`config.mk`:
```
export PLATFORM = sky130hd
export DESIGN_NAME = mult_arbiter
export DESIGN_NICKNAME = d
export VERILOG_FILES = /design/src/rtl/mult_arbiter.sv
export SDC_FILE = /design/constraint.sdc
export NUM_CORES = 1
export LEC_CHECK = 0
export ABC_CLOCK_PERIOD_IN_PS = 2000
export CORE_MARGIN = 3
export CORE_UTILIZATION = 36
export DETAILED_ROUTE_END_ITERATION = 7
export PLACE_DENSITY = 0.77
export SYNTH_ARGS = -nofsm -noshare
export SYNTH_HDL_FRONTEND = slang
export SYNTH_SLANG_ARGS = --single-unit
```
`constraint.sdc`:
```
create_clock -name clk -period 2 [get_ports clk]
set_input_delay 0.4 -clock clk [delete_from_list [all_inputs] [get_ports clk]]
set_output_delay 0.4 -clock clk [all_outputs]
set_load 0.01 [all_outputs]
```
`src/rtl/mult_arbiter.sv`:
```
// Round-robin arbiter/sequencer sharing one iterative multiplier among NUM_REQ requesters.
// Latency: gnt + mul_start 1 cycle after req; rsp_valid 1 cycle after mul_done (or TIMEOUT+1 cycles after gnt).
// Backpressure: holds RESP with rsp_data/rsp_err stable until the winner's rsp_ready; req is ignored meanwhile.
//
// Ports:
//   clk, rst (async active-low)
//   req/req_a/req_b   : per-requester request and packed operands (slice i -> requester i)
//   gnt               : one-hot pulse when the winner's operands are captured
//   rsp_valid/rsp_ready/rsp_data/rsp_err : one-hot result handshake back to the winner
//   mul_start/mul_a/mul_b/mul_y/mul_done : multiplier controller/datapath interface
//   busy              : high whenever an operation is in flight
module mult_arbiter #(
  parameter int NUM_REQ = 4,
  parameter int DATA_W  = 8,
  parameter int RES_W   = 2*DATA_W,
  parameter int TIMEOUT = 64
) (
  input  logic                      clk,
  input  logic                      rst,
  input  logic [NUM_REQ-1:0]        req,
  input  logic [NUM_REQ*DATA_W-1:0] req_a,
  input  logic [NUM_REQ*DATA_W-1:0] req_b,
  output logic [NUM_REQ-1:0]        gnt,
  output logic [NUM_REQ-1:0]        rsp_valid,
  input  logic [NUM_REQ-1:0]        rsp_ready,
  output logic [RES_W-1:0]          rsp_data,
  output logic                      rsp_err,
  output logic                      mul_start,
  output logic [DATA_W-1:0]         mul_a,
  output logic [DATA_W-1:0]         mul_b,
  input  logic [RES_W-1:0]          mul_y,
  input  logic                      mul_done,
  output logic                      busy
);

  localparam int IDX_W = (NUM_REQ > 1) ? $clog2(NUM_REQ) : 1;
  localparam int CNT_W = $clog2(TIMEOUT) + 1;
  localparam logic [CNT_W-1:0] CNT_LAST = CNT_W'(TIMEOUT - 1);

  typedef enum logic [1:0] {ST_IDLE, ST_START, ST_BUSY, ST_RESP} state_t;

  state_t             state_q, state_d;
  logic [IDX_W-1:0]   ptr_q, ptr_d;
  logic [IDX_W-1:0]   win_q, win_d;
  logic [DATA_W-1:0]  a_q, a_d;
  logic [DATA_W-1:0]  b_q, b_d;
  logic [RES_W-1:0]   data_q, data_d;
  logic               err_q, err_d;
  logic [CNT_W-1:0]   cnt_q, cnt_d;

  // Round-robin pick: scan offsets from the highest down so the last hit is
  // the one closest to ptr. rr_sum is one bit wider to hold ptr+offset < 2*NUM_REQ.
  logic [IDX_W-1:0]   pick;
  logic               any_req;
  logic [IDX_W:0]     rr_sum;

  always_comb begin
    pick    = ptr_q;
    any_req = 1'b0;
    rr_sum  = '0;
    for (int k = NUM_REQ - 1; k >= 0; k--) begin
      rr_sum = {1'b0, ptr_q} + (IDX_W+1)'(k);
      if (rr_sum >= (IDX_W+1)'(NUM_REQ)) begin
        rr_sum = rr_sum - (IDX_W+1)'(NUM_REQ);
      end
      if (req[rr_sum[IDX_W-1:0]]) begin
        pick    = rr_sum[IDX_W-1:0];
        any_req = 1'b1;
      end
    end
  end

  always_comb begin
    state_d = state_q;
    ptr_d   = ptr_q;
    win_d   = win_q;
    a_d     = a_q;
    b_d     = b_q;
    data_d  = data_q;
    err_d   = err_q;
    cnt_d   = cnt_q;
    case (state_q)
      ST_IDLE: begin
        if (any_req) begin
          win_d   = pick;
          a_d     = req_a[pick*DATA_W +: DATA_W];
          b_d     = req_b[pick*DATA_W +: DATA_W];
          state_d = ST_START;
        end
      end
      ST_START: begin
        cnt_d   = '0;
        state_d = ST_BUSY;
      end
      ST_BUSY: begin
        cnt_d = cnt_q + 1'b1;
        // A done arriving on the last counted cycle still counts as success.
        if (mul_done) begin
          data_d  = mul_y;
          err_d   = 1'b0;
          state_d = ST_RESP;
        end else if (cnt_q == CNT_LAST) begin
          data_d  = '0;
          err_d   = 1'b1;
          state_d = ST_RESP;
        end
      end
      ST_RESP: begin
        if (rsp_ready[win_q]) begin
          ptr_d   = (win_q == IDX_W'(NUM_REQ - 1)) ? '0 : win_q + 1'b1;
          state_d = ST_IDLE;
        end
      end
      default: state_d = ST_IDLE;
    endcase
  end

  always_ff @(posedge clk or negedge rst) begin
    if (!rst) begin
      state_q <= ST_IDLE;
      ptr_q   <= '0;
      win_q   <= '0;
      a_q     <= '0;
      b_q     <= '0;
      data_q  <= '0;
      err_q   <= 1'b0;
      cnt_q   <= '0;
    end else begin
      state_q <= state_d;
      ptr_q   <= ptr_d;
      win_q   <= win_d;
      a_q     <= a_d;
      b_q     <= b_d;
      data_q  <= data_d;
      err_q   <= err_d;
      cnt_q   <= cnt_d;
    end
  end

  // Moore outputs decoded from the registered state only.
  assign gnt       = (state_q == ST_START) ? (NUM_REQ'(1) << win_q) : '0;
  assign rsp_valid = (state_q == ST_RESP)  ? (NUM_REQ'(1) << win_q) : '0;
  assign mul_start = (state_q == ST_START);
  assign busy      = (state_q != ST_IDLE);
  assign mul_a     = a_q;
  assign mul_b     = b_q;
  assign rsp_data  = data_q;
  assign rsp_err   = err_q;

endmodule

```
=== After elaboration in Yosys (flattened, before gate mapping) ===
Cells that the tools add are included.

* Register bits after elaboration: 46
* Latch bits: 0
* RAM bits: 0
* ROM bits: 0
* Input bits: 91
* Output and inout port bits: 43
* Memories: 0

* Add/sub/neg operators: 9
* Multipliers: 0
* Divide/modulo/power cells: 0
* Magnitude comparators: 9
* Equal/unequal tests: 8
* Shifts and indexed selects: 3
* Mux-type cells: 35
* Bitwise operators: 0
* Reductions and logical operators: 8

{| class="wikitable"
|+ Operators by type and width
! operator !! count
|-
| $shiftx 32x6->8 || 2
|-
| $mux 16 || 2
|-
| $mux 2 || 13
|-
| $lt 2x3->1 const B || 5
|-
| $pmux 7 s2 || 1
|-
| $mux 1 || 11
|-
| $bmux 1 s2 || 5
|-
| $ge 3x3->1 const B || 3
|-
| $mux 4 || 2
|-
| $pmux 2 s4 || 1
|-
| $sub 2x1->2 const B || 4
|-
| $add 7x1->7 const B || 1
|-
| $eq 7x6->1 const B || 1
|-
| $add 2x2->3 const B || 2
|-
| $eq 2x2->1 const B || 3
|-
| $reduce_and 2->1 || 3
|-
| $reduce_bool 2->1 || 3
|-
| $ne 2x2->1 const B || 2
|-
| $shl 1x2->4 const A || 1
|-
| $add 2x1->3 const B || 1
|-
| $ge 2x3->1 const B || 1
|-
| $ne 3x3->1 const B || 1
|-
| $reduce_and 3->1 || 1
|-
| $add 2x1->2 const B || 1
|-
| other kinds (2) || 2
|}

=== Depth between registers and ports, before layout ===
Gate-level depths: netlist (run 1).

* Depth after elaboration: 11
* Depth in mapped cells: 9
* Depth with buffers taken out: 7

=== Least setup slack after synthesis (run 1) ===
OpenSTA, ideal clock, no wires.

* Path kind: register to register
* Start: register cnt_q[0]
* End: register err_q, in the netlist rsp_err
* Setup time: 137 ps
* Arrival time: 1764 ps
* Path slack: 100 ps
* Cell stages (with the launch flop): 9
* Path buffers: 2
* Clock period less this slack: 1900 ps
* Cell sequence: dfrtp_1 ha_1 and3_1 and3_1 a21oi_1 nand2b_1 clkbuf_1 buf_2 a21oi_1

* Word-level cells in the longest chain between the ends: 3

{| class="wikitable"
|+ RTL lines
! what !! line !! RTL
|-
| start: declaration || 49 || <nowiki>logic [CNT_W-1:0] cnt_q, cnt_d;</nowiki>
|-
| start signal: assignment || 136 || <nowiki>cnt_q <= cnt_d;</nowiki>
|-
| $eq 7x6->1 || 102 || <nowiki>end else if (cnt_q == CNT_LAST) begin</nowiki>
|-
| $reduce_bool 2->1 (no line) || n/a ||
|-
| $reduce_and 2->1 (no line) || n/a ||
|-
| end signal: assignment || 135 || <nowiki>err_q <= err_d;</nowiki>
|-
| end: declaration || 48 || <nowiki>logic err_q, err_d;</nowiki>
|}

Every way passes these cells.
A chain may end at the register's enable or synchronous reset.

=== Worst setup path after layout (run 1) ===
* Start: input port req[0]
* End: register a_q[4], in the netlist mul_a[4]

* Word-level cells in the longest chain between the ends: 7
* Elaborated cells between the ends (all ways): 18
* Classes of those cells: 1 x shift; 16 x mux; 1 x reduce/logical

{| class="wikitable"
|+ RTL lines
! what !! line !! RTL
|-
| start: declaration || 20 || <nowiki>input logic [NUM_REQ-1:0] req,</nowiki>
|-
| $bmux 1 s2 || 66 || <nowiki>if (req[rr_sum[IDX_W-1:0]]) begin</nowiki>
|-
| $mux 1 (not written as such) || 66 ||
|-
| $mux 2 or $mux 1 (tied branches) (4 in a row) || 66 ||
|-
| $shiftx 32x6->8 or $reduce_and 2->1 (tied branches) || n/a ||
|-
| end signal: assignment || 123 || <nowiki>a_q <= '0;</nowiki>
|-
| end signal: assignment || 132 || <nowiki>a_q <= a_d;</nowiki>
|-
| end: declaration || 45 || <nowiki>logic [DATA_W-1:0] a_q, a_d;</nowiki>
|}

Parallel ways exist; a longest one is shown, timed or not. The select of a mux whose other input is x is not followed.

==> flow_metrics.env, run 1 <==
export IMPL_status="complete, no violations"
export IMPL_crit_chain="clkdlybuf4s50_1 > buf_4 > nor4_1 > buf_4 > nand2b_1 > or3_4 > buf_12 > o221a_1"
export IMPL_grt_start_max_net_pins=26
export IMPL_syn2layout_area_growth_pct=67.4
export IMPL_reg2reg_depth=7
export IMPL_ys_types=43
export IMPL_drtIter0Drc=69
export IMPL_wire_per_inst_um=15.9
export IMPL_dp_slack_ns=-0.591
export IMPL_diodes=0
export IMPL_muxShareOfSynthArea_pct=10.2
export IMPL_tns_ns=0
export IMPL_synth_compound_area_share_pct=22.3
export IMPL_final_max_slew_violation_count=0
export IMPL_pin_count=134
export IMPL_startpoint_type="primary input"
export IMPL_totalWireLength_um=7840
export IMPL_cts_buffer_depth=2
export IMPL_synth_edf_count=0
export IMPL_cp_num_cells=8
export IMPL_ys_top_cells_by_area="dfrtp_1 44%, o221a_1 6.9%, nand3_1 6.7%, a22o_1 5.7%, mux2_4 5.1%"
export IMPL_ys_top_cells_by_count="46 x dfrtp_1, 35 x nand3_1, 22 x o21ai_0"
export IMPL_gp_congestion=0.843
export IMPL_ys_seq_elements=46
export IMPL_critical_path_class="primary input to flip-flop"
export IMPL_synth_seq_area_share_pct=43.8
export IMPL_worst_slack_ns=0.0501
export IMPL_cts_root_buffer="clkbuf_8"
export IMPL_critical_path_max_stage_delay_ns=0.48
export IMPL_grt_overflow=0
export IMPL_rows=30
export IMPL_core_area_um2=6940
export IMPL_synth_xor_area_share_pct=0.333
export IMPL_cp_slowest_cell="clkdlybuf4s50_1"
export IMPL_synth_simple_area_share_pct=14.6
export IMPL_synth_avg_cell_area_um2=10.7
export IMPL_netlist_area_um2=2630
export IMPL_syn_num_nets=345
export IMPL_grtUsageTotal_pct=18.8
export IMPL_period_share_pct=97.5
export IMPL_dieWidth_um=91.4
export IMPL_nNetsFinal=496
export IMPL_synth_top_family_by_area="compound AO/OA/AOI/OAI gates"
export IMPL_finalNonFillerCells=493
export IMPL_ys_flop_type="dfrtp_1"
export IMPL_required_ns=2.19
export IMPL_grt_setup_unrepaired="no"
export IMPL_drive_above_1_share_pct=15.1
export IMPL_dieArea_um2=8360
export IMPL_max_freq_mhz=513
export IMPL_finClkSkew_ns=0.00819
export IMPL_power_total_mw=5.50
export IMPL_grt_pass1_vias=2733
export IMPL_clock_latency_ns=0.30
export IMPL_drtPass1Iterations=4
export IMPL_yosysWarnings=0
export IMPL_cts_buffers=5
export IMPL_grt_pass1_wl_um=12700
export IMPL_holdCritPathClass="primary input to asynchronous set/reset pin"
export IMPL_yosysTopAreaCellShare_pct=43.8
export IMPL_syn_inst=245
export IMPL_die_y_um=91.4
export IMPL_postSynth_asyncResetShare_pct=100
export IMPL_cp_end_kind="flip-flop"
export IMPL_antenna_found_initial=0
export IMPL_htreeDepth=2
export IMPL_fin_crit_ns=1.95
export IMPL_via_per_inst=5.17
export IMPL_hold_violations=0
export IMPL_tightest_slew_ns=0.523
export IMPL_crit_top_cell="buf_4"
export IMPL_drtAntennaViolNets=0
export IMPL_fill_cells=566
export IMPL_maxCapViolCount=0
export IMPL_synth_fa_ha_area_share_pct=4.29
export IMPL_post_synth_top_count_cell="dfrtp_1"
export IMPL_arrival_ns=2.14
export IMPL_cts_tree="done"
export IMPL_vias=2550
export IMPL_setup_viol_count_final=0
export IMPL_drc=0
export IMPL_dp_hpwl_um=5990
export IMPL_path_clk_slew_ns=0.10
export IMPL_slew_headroom_pct=65.2
export IMPL_powerDensity_nw_per_um2=1250
export IMPL_numPortBuffers=133
export IMPL_dpl_cell_count=477
export IMPL_p_leak_nw=1.87
export IMPL_ir_worst_vdd_mv=0.496
export IMPL_start_util_pct=37.8
export IMPL_crit_family="buffers and inverters"
export IMPL_cp_max_fo=16
export IMPL_cts_sinks=46
export IMPL_path_buf_inv=4
export IMPL_netlist_top_cell_by_area="dfrtp_1"
==> cell usage in the layout (no fill, tap or decap), types with 6 or more instances in the layout <==
master | Yosys | layout
dlygate4sd2_1 | 0 | 9
and2_1 | 9 | 9
buf_12 | 0 | 6
o21ai_0 | 22 | 22
buf_4 | 1 | 21
dfrtp_1 | 46 | 45
nand2_1 | 6 | 6
clkdlybuf4s50_1 | 0 | 119
mux2_1 | 8 | 8
o221a_1 | 16 | 16
a22o_1 | 17 | 17
mux2_4 | 9 | 9
nand3_1 | 35 | 35
inv_1 | 10 | 10
ha_1 | 9 | 6
==> metal layers <==
layer,GRT usage (%),vias up,share of wire [%]
met2,33.9,111,51
li1,-,1227,-
met3,5.47,15,8.0
met5,0,-,0
met1,21.2,1197,39
met4,5.78,0,2.0
==> worst paths after layout <==
kind / to / slack, ns / start
setup / recovery: mul_a[4]$_DFFE_PN0P_ / 0.05 / req[0]
hold / removal: mul_b[1]$_DFFE_PN0P_ / 0.06 / rst
setup reg to reg: mul_a[4]$_DFFE_PN0P_ / 0.13 / state_q[0]$_DFFE_PN0P_
hold reg to reg: rsp_data[4]$_DFFE_PN0P_ / 0.51 / rsp_data[4]$_DFFE_PN0P_
max in group asynchronous: win_q[0]$_DFFE_PN0P_ / 1.42 / rst
min in group clk: rsp_data[4]$_DFFE_PN0P_ / 0.51 / rsp_data[4]$_DFFE_PN0P_
==> repair_timing <==
action | in CTS | in global routing
hold buffers | 0 | 0
gates resized for setup | 14 | 9
setup buffers | 7 | 1
pin swaps | 2 | 2
endpoints found under the setup margin | 26 | 19
endpoints found under the hold margin | 0 | 0
cloned | 0 | 0
==> layout make-up <==
class | instances | area [um^2] | area share (%)
clock buffer | 5 | 68.8 | 1.57
clock inverter | 3 | 25.0 | 0.569
sequential | 46 | 1150 | 26.2
inverter | 10 | 37.5 | 0.854
timing repair buffer | 160 | 1600 | 36.5
multi-input combinational | 173 | 1390 | 31.6
tap | 96 | 120 | 2.73
==> power by group <==
| group | total, mW | switching (mW) | internal (mW) |
|---|---|---|---|
| clock network | 0.592 | 0.340 | 0.253 |
| registers | 1.60 | 0.265 | 1.34 |
| logic | 3.31 | 1.43 | 1.88 |
| total | 5.50 | 2.03 | 3.47 |
==> through the flow <==
step           utilization, %  cell area, um^2  hold slack [ns]
5_1_grt                  63.3             4400           0.0931
6_report                 63.3             4400           0.0560
4_1_cts                  62.8             4360           0.0731
3_5_place_dp             60.5             4200            0.402
2_1_floorplan               -             2630            0.104
3_3_place_gp             60.5             4200            0.401
==> flip-flops by register name, summed over array words and instances, names as in the netlist <==
signal    flops
rsp_data     16
mul_a         8
mul_b         8
cnt_q         7
ptr_q         2
state_q       2
win_q         2
rsp_err       1
==> logic make-up (layout without fill, tap and decap cells) <==
family,after synthesis,in the layout
multiplexers,20,20
AND/OR/NAND/NOR,71,71
AO/OA/AOI/OAI,72,72
adder cells (fa/ha/maj),9,9
buffers and inverters,26,178
flip-flops,46,46
XOR/XNOR,1,1
Power figures use the tool's default switching activity.
==> inputs of run 2 (changes only) <==
Settings changed: ABC_CLOCK_PERIOD_IN_PS 2000 to 1820, CORE_UTILIZATION 36 to 40, PLACE_DENSITY 0.77 to 0.81.
Clock period 2 ns to 1.82 ns, I/O delays scaled along.
==> flow_metrics.env, run 2 (synthesized netlist as in run 1, its figures left out) <==
export IMPL_tightest_slew_ns=0.577
export IMPL_die_y_um=87.0
export IMPL_period_share_pct=102
export IMPL_setup_viol_count_final=9
export IMPL_cp_end_kind="flip-flop"
export IMPL_dp_hpwl_um=6260
export IMPL_use_met2_pct=40.0
export IMPL_r2r_slack_ns=-0.03
export IMPL_grtUsageTotal_pct=21.7
export IMPL_grt_pass1_wl_um=12800
export IMPL_internal_power_mw=4.10
export IMPL_diodes=0
export IMPL_cp_max_fo=7
export IMPL_hold_violations=0
export IMPL_gp_congestion=0.823
export IMPL_via_per_inst=5.42
export IMPL_r2r_start="ptr_q[1]$_DFFE_PN0P_"
export IMPL_holdCritPathClass="primary input to asynchronous set/reset pin"
export IMPL_grt_pass1_vias=2811
export IMPL_dieArea_um2=7570
export IMPL_cts_sinks=46
export IMPL_path_clk_slew_ns=0.09
export IMPL_cts_buffers=5
export IMPL_pin_count=134
export IMPL_wire_per_inst_um=17.5
export IMPL_antenna_found_initial=0
export IMPL_whs_ns=0.128
export IMPL_fin_area_um2=4590
export IMPL_powerDensity_nw_per_um2=1420
export IMPL_cts_buffer_depth=2
export IMPL_grt_setup_unrepaired="yes"
export IMPL_drtIter0Drc=69
export IMPL_start_util_pct=42.8
export IMPL_maxCapViolCount=0
export IMPL_finalNonFillerCells=489
export IMPL_fill_cells=445
export IMPL_drtPass1Iterations=4
export IMPL_slew_headroom_pct=61.6
export IMPL_drc=0
export IMPL_hold_buffers=0
export IMPL_busiest_layer="met2"
export IMPL_syn2layout_area_growth_pct=74.8
export IMPL_clock_latency_ns=0.30
export IMPL_nNetsFinal=513
export IMPL_final_cell_mix="118 x clkdlybuf4s50_1, 42 x dfrtp_1, 35 x nand3_1"
export IMPL_dpl_cell_count=465
export IMPL_grt_overflow=0
export IMPL_worst_slack_ns=-0.0279
export IMPL_p_comb_share_pct=62.6
export IMPL_grt_start_max_net_pins=47
export IMPL_violations="negative setup slack"
export IMPL_max_freq_mhz=541
export IMPL_startpoint_type="flip-flop"
export IMPL_cts_tree="done"
export IMPL_drtAntennaViolNets=0
export IMPL_arrival_ns=2.04
export IMPL_status="finished, violations left"
export IMPL_clkPwrFrac_pct=10.0
export IMPL_p_seq_share_pct=27.4
export IMPL_grt_use_met3_pct=7.76
export IMPL_placed_area_um2=4220
export IMPL_dieWidth_um=87.0
export IMPL_rr_endpoint="mul_a[1]$_DFFE_PN0P_"
export IMPL_required_ns=2.01
export IMPL_cts_root_buffer="clkbuf_8"
export IMPL_largest_reg_flops=16
export IMPL_reg2reg_depth=7
export IMPL_p_leak_nw=1.96
export IMPL_drive_above_1_share_pct=22.7
export IMPL_core_area_um2=6130
export IMPL_fin_crit_ns=1.85
export IMPL_p_switching_mw=2.41
export IMPL_final_max_slew_violation_count=0
export IMPL_rows=28
export IMPL_finClkSkew_ns=0.0109
export IMPL_ir_worst_vdd_mv=0.835
export IMPL_vias=2648
export IMPL_numPortBuffers=133
export IMPL_totalWireLength_um=8550
export IMPL_final_common_cell="clkdlybuf4s50_1"
export IMPL_critical_path_class="flip-flop to flip-flop"
export IMPL_use_met1_pct=22.2
export IMPL_htreeDepth=2
export IMPL_swShare_pct=37.0
[run 2: cell count changes in the layout (fill, tap and decap cells not counted), sizes merged]
cell,change
buf,+15
clkbuf,+8
clkdlybuf4s15,+1
clkdlybuf4s50,-1
clkinv,-1
clkinvlp,+1
dlygate4sd2,-4
dlymetal6s2s,-2
[run 2: repair_timing]
action,4_1_cts,5_1_grt
setup buffers,4,10
resized for setup,27,33
cloned,0,2
setup endpoints to repair,28,43
pin swaps,2,12
[run 2: power groups by stage]
stage	combinational, mW	clock, mW	sequential [mW]
3_3_place_gp	3.46	0	1.77
4_1_cts	3.69	0.671	1.77
2_1_floorplan	1.70	0	1.91
6_report	4.08	0.650	1.78
3_5_place_dp	3.57	0	1.78
5_1_grt	4.38	0.707	1.84
[run 2: area by class of cell]
type                            instances  area [um^2]  share of cell area (%)
Sequential cell                        46         1160                    25.2
Timing Repair Buffer                  177         1730                    37.7
Tap cell                               75         93.8                    2.04
Clock buffer                            5         68.8                    1.50
Multi-Input combinational cell        173         1480                    32.2
Inverter                               10         37.5                   0.817
Clock inverter                          3         23.8                   0.518
[run 2: worst max-delay path by stage]
| stage | from | to | slack [ns] |
|---|---|---|---|
| 4_1_cts | state_q[1]$_DFFE_PN0P_ | gnt[2] | -0.24 |
| 3_5_place_dp | req[1] | mul_a[6]$_DFFE_PN0P_ | -0.71 |
| 3_3_place_gp | req[1] | mul_a[6]$_DFFE_PN0P_ | -0.63 |
| 2_1_floorplan | ptr_q[1]$_DFFE_PN0P_ | mul_a[0]$_DFFE_PN0P_ | 0.01 |
| 5_1_grt | ptr_q[1]$_DFFE_PN0P_ | mul_a[1]$_DFFE_PN0P_ | -0.07 |
| 6_report | ptr_q[1]$_DFFE_PN0P_ | mul_a[1]$_DFFE_PN0P_ | -0.03 |
[run 2: metal layers]
metal  up-vias  share of wire (%)
met4         0                2.5
met2       104                 53
li1       1258                  -
met5         -                  0
met3        15                8.5
met1      1271                 36
[run 2: through the flow]
step / TNS [ns] / power, mW / setup WS [ns] / util (%)
after CTS: -0.498 / 6.13 / -0.241 / 71.7
after detailed placement: -11.62 / 5.35 / -0.713 / 68.8
after global routing: -0.793 / 6.93 / -0.0686 / 74.9
after global placement: -10.14 / 5.23 / -0.634 / 68.8
final: -0.0850 / 6.51 / -0.0279 / 74.9
after floorplan: 0 / 3.61 / 0.0108 / -
[run 2: critical path, cell delays in order, from the launching register on]
cell and delay [ns]:
dfrtp_1 0.43, buf_6 0.16, nor3_4 0.14, a2111oi_4 0.07, buf_4 0.14, or3_4 0.41, buf_6 0.15, o221a_1 0.23
==> inputs of run 3 (changes only) <==
Settings changed: CTS_BUF_LIST set to sky130_fd_sc_hd__clkbuf_16.
==> flow_metrics.env, run 3 (synthesized netlist as in run 1, its figures left out) <==
export IMPL_ir_worst_vdd_mv=0.842
export IMPL_pin_count=134
export IMPL_rows=28
export IMPL_fill_cells=450
export IMPL_final_cell_mix="118 x clkdlybuf4s50_1, 43 x dfrtp_1, 35 x nand3_1"
export IMPL_final_max_slew_violation_count=0
export IMPL_grt_pass1_wl_um=12900
export IMPL_cts_buffer_depth=2
export IMPL_clock_latency_ns=0.29
export IMPL_path_clk_slew_ns=0.07
export IMPL_period_share_pct=99.4
export IMPL_numPortBuffers=133
export IMPL_arrival_ns=1.99
export IMPL_cp_max_fo=17
export IMPL_holdCritPathClass="primary input to asynchronous set/reset pin"
export IMPL_grt_setup_unrepaired="yes"
export IMPL_tightest_slew_ns=0.577
export IMPL_startpoint_type="primary input"
export IMPL_r2r_start="ptr_q[1]$_DFFE_PN0P_"
export IMPL_required_ns=2.00
export IMPL_maxCapViolCount=0
export IMPL_final_core_util_pct=74.0
export IMPL_tns_ns=0
export IMPL_cp_end_kind="flip-flop"
export IMPL_p_leak_nw=1.89
export IMPL_critical_path_max_stage_delay_ns=0.33
export IMPL_drtAntennaViolNets=0
export IMPL_drive_above_1_share_pct=19.9
export IMPL_r2r_slack_ns=0.02
export IMPL_dieWidth_um=87.0
export IMPL_totalWireLength_um=8290
export IMPL_grtUsageTotal_pct=21.7
export IMPL_critical_path_class="primary input to flip-flop"
export IMPL_start_util_pct=42.8
export IMPL_cts_root_buffer="clkbuf_16"
export IMPL_cts_buffers=5
export IMPL_nNetsFinal=502
export IMPL_via_per_inst=5.44
export IMPL_cts_sinks=46
export IMPL_fin_crit_ns=1.81
export IMPL_dieArea_um2=7570
export IMPL_hold_violations=0
export IMPL_dp_slack_ns=-0.713
export IMPL_wire_per_inst_um=17.4
export IMPL_vias=2600
export IMPL_drtIter0Drc=73
export IMPL_final_common_cell="clkdlybuf4s50_1"
export IMPL_die_y_um=87.0
export IMPL_crit_chain="clkdlybuf4s15_1 > or2_4 > o221ai_4 > nor2_4 > buf_12 > mux2_1 > o221a_1"
export IMPL_finClkSkew_ns=0.00780
export IMPL_status="complete, no violations"
export IMPL_cts_tree="done"
export IMPL_grt_start_max_net_pins=47
export IMPL_dp_hpwl_um=6260
export IMPL_max_freq_mhz=553
export IMPL_hold_buffers=0
export IMPL_grt_overflow=0
export IMPL_slew_headroom_pct=61.6
export IMPL_setup_viol_count_final=0
export IMPL_htreeDepth=2
export IMPL_cp_slowest_cell="or2_4"
export IMPL_diodes=0
export IMPL_multi_input_area_um2=1460
export IMPL_whs_ns=0.155
export IMPL_gp_congestion=0.823
export IMPL_antenna_found_initial=0
export IMPL_powerDensity_nw_per_um2=1440
export IMPL_drtPass1Iterations=4
export IMPL_regArea_um2=1150
export IMPL_rr_endpoint="mul_a[6]$_DFFE_PN0P_"
export IMPL_reg2reg_depth=6
export IMPL_core_area_um2=6130
export IMPL_drc=0
export IMPL_largest_reg_flops=16
export IMPL_syn2layout_area_growth_pct=72.7
export IMPL_grt_pass1_vias=2790
export IMPL_power_total_mw=6.52
export IMPL_worst_slack_ns=0.0102
==> run 3: cell count changes in the layout (fill, tap and decap cells not counted), sizes merged <==
cell           previous run  this run
buf                      43        33
dlymetal6s2s              2         0
clkdlybuf4s15             1         2
clkbuf                   13         7
dlygate4sd2               5        11
==> run 3: power by group <==
group          total [mW]  internal [mW]  switching [mW]
combinational        3.80           2.18            1.62
sequential           1.80           1.48           0.321
clock               0.915          0.513           0.402
total                6.52           4.17            2.34
==> run 3: how the worst max path moves through the flow <==
stage,start,end,slack (ns),depth (start not counted)
finish,req[1],mul_a[6]$_DFFE_PN0P_,0.01,7
global placement,req[1],mul_a[6]$_DFFE_PN0P_,-0.63,6
CTS,ptr_q[1]$_DFFE_PN0P_,mul_a[1]$_DFFE_PN0P_,0.001,7
global route,req[1],mul_b[1]$_DFFE_PN0P_,-0.07,7
floorplan,ptr_q[1]$_DFFE_PN0P_,mul_a[0]$_DFFE_PN0P_,0.01,6
detailed placement,req[1],mul_a[6]$_DFFE_PN0P_,-0.71,6
==> run 3: routing by layer <==
metal | track usage (%) | share of wire [%] | wire length, um | vias to the layer above
li1 | - | - | - | 1241
met1 | 22.6 | 37 | 3030 | 1244
met2 | 39.5 | 53 | 4370 | 102
met3 | 7.66 | 8.4 | 697 | 13
met4 | 8.64 | 2.3 | 189 | 0
met5 | 0 | 0 | 0 | -
==> run 3: cell type report <==
class	instances	share of cell area, %
timing repair buffer	166	36.2
multi-input combinational	173	32.2
sequential	46	25.5
clock buffer	5	2.76
tap	75	2.07
inverter	10	0.827
clock inverter	3	0.524
==> run 3: timing repair <==
item / CTS / global route
setup endpoints to repair: 28 / 43
buffers inserted: 2 / 3
endpoints found under the hold margin: 0 / 0
gates resized for setup: 31 / 19
pin swaps: 2 / 9
gates cloned: 0 / 1
==> run 3: critical path, delay by kind of cell <==
family | cells | cell delay (ns)
buf+inv | 2 | 0.45
compound gates | 2 | 0.45
mux | 1 | 0.32
simple gates | 2 | 0.40
==> run 3: per-stage QoR <==
step / cell area [um^2] / instances
after floorplan: 2630 / 245
after global routing: 4540 / 478
final: 4540 / 478
after detailed placement: 4220 / 465
after CTS: 4430 / 475
after global placement: 4220 / 465
